[src/rtl/cmd_frame_tx.sv]
// cmd_frame_tx: serialise a 2-bit command into a framed byte sequence for uart_tx
// Build option: define CMD_FRAME_CHKSUM_EN to append an 8-bit additive checksum byte.
module cmd_frame_tx (
    input  logic       clk,
    input  logic       rst,
    input  logic [1:0] cmd,
    input  logic       cmd_vld,
    input  logic       tx_busy,
    output logic [7:0] tx_dout,
    output logic       tx_dout_vld,
    output logic       frame_busy,
    output logic       frame_done,
    output logic       req_drop
);
    localparam logic [7:0] HEAD0 = 8'h55;
    localparam logic [7:0] HEAD1 = 8'hAA;
    localparam logic [7:0] CMD_BASE = 8'h30;
`ifdef CMD_FRAME_CHKSUM_EN
    localparam logic [1:0] LAST = 2'd3;
`else
    localparam logic [1:0] LAST = 2'd2;
`endif
    localparam logic [2:0] S_IDLE  = 3'd0;
    localparam logic [2:0] S_LOAD  = 3'd1;
    localparam logic [2:0] S_SEND  = 3'd2;
    localparam logic [2:0] S_GUARD = 3'd3;
    localparam logic [2:0] S_WAIT  = 3'd4;
    localparam logic [2:0] S_DONE  = 3'd5;

    logic [2:0] state;
    logic [1:0] idx;
    logic [1:0] cmd_lat;
    logic       pend_vld;
    logic [1:0] pend_cmd;
    logic [7:0] cmd_byte;
    logic [7:0] cur_byte;

    assign cmd_byte = CMD_BASE + {6'd0, cmd_lat};
`ifdef CMD_FRAME_CHKSUM_EN
    logic [7:0] chk;
    assign chk = HEAD0 + HEAD1 + cmd_byte;
    assign cur_byte = idx == 2'd0 ? HEAD0 : idx == 2'd1 ? HEAD1 : idx == 2'd2 ? cmd_byte : chk;
`else
    assign cur_byte = idx == 2'd0 ? HEAD0 : idx == 2'd1 ? HEAD1 : cmd_byte;
`endif

    // Depth-1 request slot: fills while a frame is busy, drains when IDLE launches it.
    always_ff @(posedge clk or posedge rst) begin
        if (rst) begin
            pend_vld <= 1'b0;
            pend_cmd <= 2'd0;
            req_drop <= 1'b0;
        end else begin
            req_drop <= cmd_vld && state != S_IDLE && pend_vld;
            if (state == S_IDLE) begin
                if (pend_vld) begin
                    pend_vld <= cmd_vld;
                    pend_cmd <= cmd;
                end
            end else if (cmd_vld && !pend_vld) begin
                pend_vld <= 1'b1;
                pend_cmd <= cmd;
            end
        end
    end

    // Frame sequencer: one byte per LOAD/SEND/GUARD/WAIT round, then a DONE pulse.
    always_ff @(posedge clk or posedge rst) begin
        if (rst) begin
            state       <= S_IDLE;
            idx         <= 2'd0;
            cmd_lat     <= 2'd0;
            tx_dout     <= 8'h00;
            tx_dout_vld <= 1'b0;
            frame_busy  <= 1'b0;
            frame_done  <= 1'b0;
        end else begin
            case (state)
                S_IDLE: if (pend_vld || cmd_vld) begin
                    state      <= S_LOAD;
                    cmd_lat    <= pend_vld ? pend_cmd : cmd;
                    idx        <= 2'd0;
                    frame_busy <= 1'b1;
                end
                S_LOAD: begin
                    tx_dout     <= cur_byte;
                    tx_dout_vld <= 1'b1;
                    state       <= S_SEND;
                end
                S_SEND: begin
                    tx_dout_vld <= 1'b0;
                    state       <= S_GUARD;
                end
                S_GUARD: state <= S_WAIT;
                S_WAIT: if (!tx_busy) begin
                    if (idx == LAST) begin
                        state      <= S_DONE;
                        frame_done <= 1'b1;
                    end else begin
                        idx   <= idx + 2'd1;
                        state <= S_LOAD;
                    end
                end
                S_DONE: begin
                    frame_done <= 1'b0;
                    frame_busy <= 1'b0;
                    state      <= S_IDLE;
                end
                default: state <= S_IDLE;
            endcase
        end
    end
endmodule

[config.mk]
export PLATFORM = sky130hd
export DESIGN_NAME = cmd_frame_tx
export DESIGN_NICKNAME = d
export VERILOG_FILES = /design/src/rtl/cmd_frame_tx.sv
export SDC_FILE = /design/constraint.sdc
export NUM_CORES = 1
export LEC_CHECK = 0
export ABC_AREA = 1
export CAP_MARGIN = 10
export CORE_ASPECT_RATIO = 1.25
export CORE_UTILIZATION = 50
export DETAILED_ROUTE_END_ITERATION = 7
export PLACE_DENSITY_LB_ADDON = 0.25
export SYNTH_ARGS = -nofsm -noshare
export SYNTH_HDL_FRONTEND = slang
export SYNTH_SLANG_ARGS = --single-unit
[constraint.sdc]
create_clock -name clk -period 1.4 [get_ports clk]
set_input_delay 0.28 -clock clk [delete_from_list [all_inputs] [get_ports clk]]
set_output_delay 0.28 -clock clk [all_outputs]
set_load 0.05 [all_outputs]
==> impl_metrics.toml <==
[status]
status = "finished clean"

[finish]
diodes = 0
seq_area_um2 = 500
multi_input_area_um2 = 413
num-nets-final = 144
drive_gt1_share_pct = 23.3
syn2layout_area_growth_pct = 36.1
nFillCells = 135
finish.utilization_pct = 74.7

[worst_setup_path]
worstSetupEndpointType = "flop"
slowest_stage = "dfrtp_1"
required_ps = 1610
start_kind = "flop"
cp_top_family = "flip-flops"
crit_arrival_ps = 1440
worst-r2r-cell-count = 5
regToRegStartpoint = "state[0]"
worst-path-buf-inv = 0
cp_slowest_stage_delay_ps = 480
r2r-end = "idx[0]"
crit_path_start = "state[0]"
path_max_fanout = 6
criticalPathCategory = "reg2reg"
cpMostUsedCell = "nand2_1"
path_cells = "nor2_4, o21a_1, nand3_2, nand2_1, nand2_1"
r2r_slack_ps = 170

[sta]
clock.fmax_ghz = 0.810
worstMarginPinSlew_ps = 349
finalHoldViolCount = 0
period_share_pct = 88.1
setup_viol = 0
skew_ps = 2.30
maxSlewHeadroom_pct = 76.6
rsz0062_at_grt = "false"
period_needed_ps = 1230
finalMaxSlewViolations = 0

[synthesis]
synth-seq-cells = 20
ys_warn_count = 0
synthesis.area_um2 = 992
syn_area_per_cell_um2 = 8.94
ys_seq_area_share_pct = 50.4
syn_inst = 111
synth.distinct_cells = 22
syn-num-nets = 121

[clocking]
cts_max_path_buffers = 2
clk_latency_ps = 310
cts_setup_buffers = 0
cts_root_buf = "clkbuf_4"
cts_resized = 0
cts_num_sinks = 20
clk_pin_slew_ps = 110
cts_tree = "built"
numCtsBuffers = 3
htree_levels = 1
cts_hold_buf = 0

[routing]
viasPerCell = 5.18
routedWlPerCell_um = 11.9
final_antenna_net_count = 0
first_pass_iters = 4
drcViolationCount = 0
vias = 787
routed_wl_um = 1820
first_iter_violations = 5

[power_and_ir_drop]
power_density_nw_per_um2 = 2230
power_leakage_nw = 0.672
peakVddDrop_uv = 1420
power_mw = 3.01

[global_routing]
grt_overflow = 0
grt_pass1_vias = 800
grt_max_degree = 21
grt_pass1_wl_um = 3420
grt_usage_pct = 21.3
antenna_found_initial = 0

[flow_run]
cap_violations = 0

[die]
die_y_um = 51.8
rows = 17
start_util_pct = 54.9
dieArea_um2 = 2170
coreArea_um2 = 1810
die_x_um = 41.8
ios = 18

[worst_hold_path]
hold_path_class = "in2async"

[placement]
port_buffers = 17
gp_congestion = 0.832
dp_hpwl_um = 1410
-- tightest hold or removal path: cells and delay by family --
kind                   cells  cell delay [ps]
buffers and inverters      3              710
-- synth_stat cells --
library cell / number / area share, %
ha_1: 4 / 5.0
or2_1: 2 / 1.3
nand3_4: 1 / 1.8
buf_4: 2 / 1.5
nand3_1: 5 / 2.5
nand2_4: 1 / 1.1
inv_2: 2 / 0.76
nor2_2: 1 / 0.63
inv_1: 15 / 5.7
o21ai_0: 9 / 4.5
a21oi_1: 1 / 0.50
dfrtp_1: 20 / 50
nand2_1: 28 / 11
o211ai_1: 2 / 1.5
nand4_1: 3 / 1.9
nor2_4: 2 / 2.3
nand2_2: 2 / 1.3
nor3_1: 2 / 1.0
or2_2: 1 / 0.63
nor2_1: 4 / 1.5
nand3_2: 2 / 2.0
o21a_1: 2 / 1.5
-- power breakdown --
part	switching (mW)	internal (mW)	leakage, nW
Sequential	0.236	0.798	0.245
Clock	0.182	0.159	0.0210
Combinational	0.940	0.699	0.406
Total	1.36	1.66	0.672
-- logic make-up (layout without fill, tap and decap cells) --
| family | Yosys count | after routing | share of synthesized area, % |
|---|---|---|---|
| AND/OR/NAND/NOR | 54 | 54 | 28.5 |
| flip-flops | 20 | 20 | 50.4 |
| adder cells (fa/ha/maj) | 4 | 4 | 5.04 |
| buffers and inverters | 19 | 41 | 7.94 |
| AO/OA/AOI/OAI | 14 | 14 | 8.07 |
-- cell type report --
cell class                 instances  area share, %
multi-input combinational         72           30.6
sequential                        20           37.1
tap                               19           1.76
clock buffer                       4           2.69
timing repair buffer              20           23.2
inverter                          17           4.73
-- worst max path at each step --
stage | to | slack, ps | depth (start not counted)
floorplan | tx_dout[6] | 220 | 1
global route | tx_dout[6] | 70 | 4
CTS | tx_dout[7] | 160 | 1
detailed placement | idx[0] | -40 | 5
global placement | idx[0] | 30 | 5
finish | idx[0] | 170 | 5
-- sequential cells by signal, summed over array words and instances, names as in the netlist --
signal       count
idx              2
req_drop         1
cmd_lat          2
frame_done       1
tx_dout          6
pend_cmd         2
state            3
pend_vld         1
frame_busy       1
tx_dout_vld      1
-- per-stage QoR --
stage	cells	cell area, µm²	setup TNS [ps]	setup WS (ps)	hold slack, ps
after floorplan	111	992	0	216	244
after global placement	148	1310	0	34.1	463
after detailed placement	148	1310	-72.3	-41.1	472
after CTS	152	1350	0	161	288
after global routing	152	1350	0	68.7	325
final	152	1350	0	166	287
-- per-layer routing --
metal	vias to the layer above	GRT usage [%]	wire length, µm
met4	0	14.5	53
met2	18	38.8	953
met5	-	0	0
met3	5	2.08	42
li1	394	-	-
met1	370	23.2	767
-- placed cells by master (no fill, tap or decap), types with 4 or more instances in the layout --
cell,netlist,routed
nor2_1,4,4
ha_1,4,4
buf_12,0,12
dfrtp_1,20,20
inv_1,15,15
clkdlybuf4s50_1,0,5
nand2_1,28,28
o21ai_0,9,9
nand3_1,5,5
(Power assumes the default switching activity.)
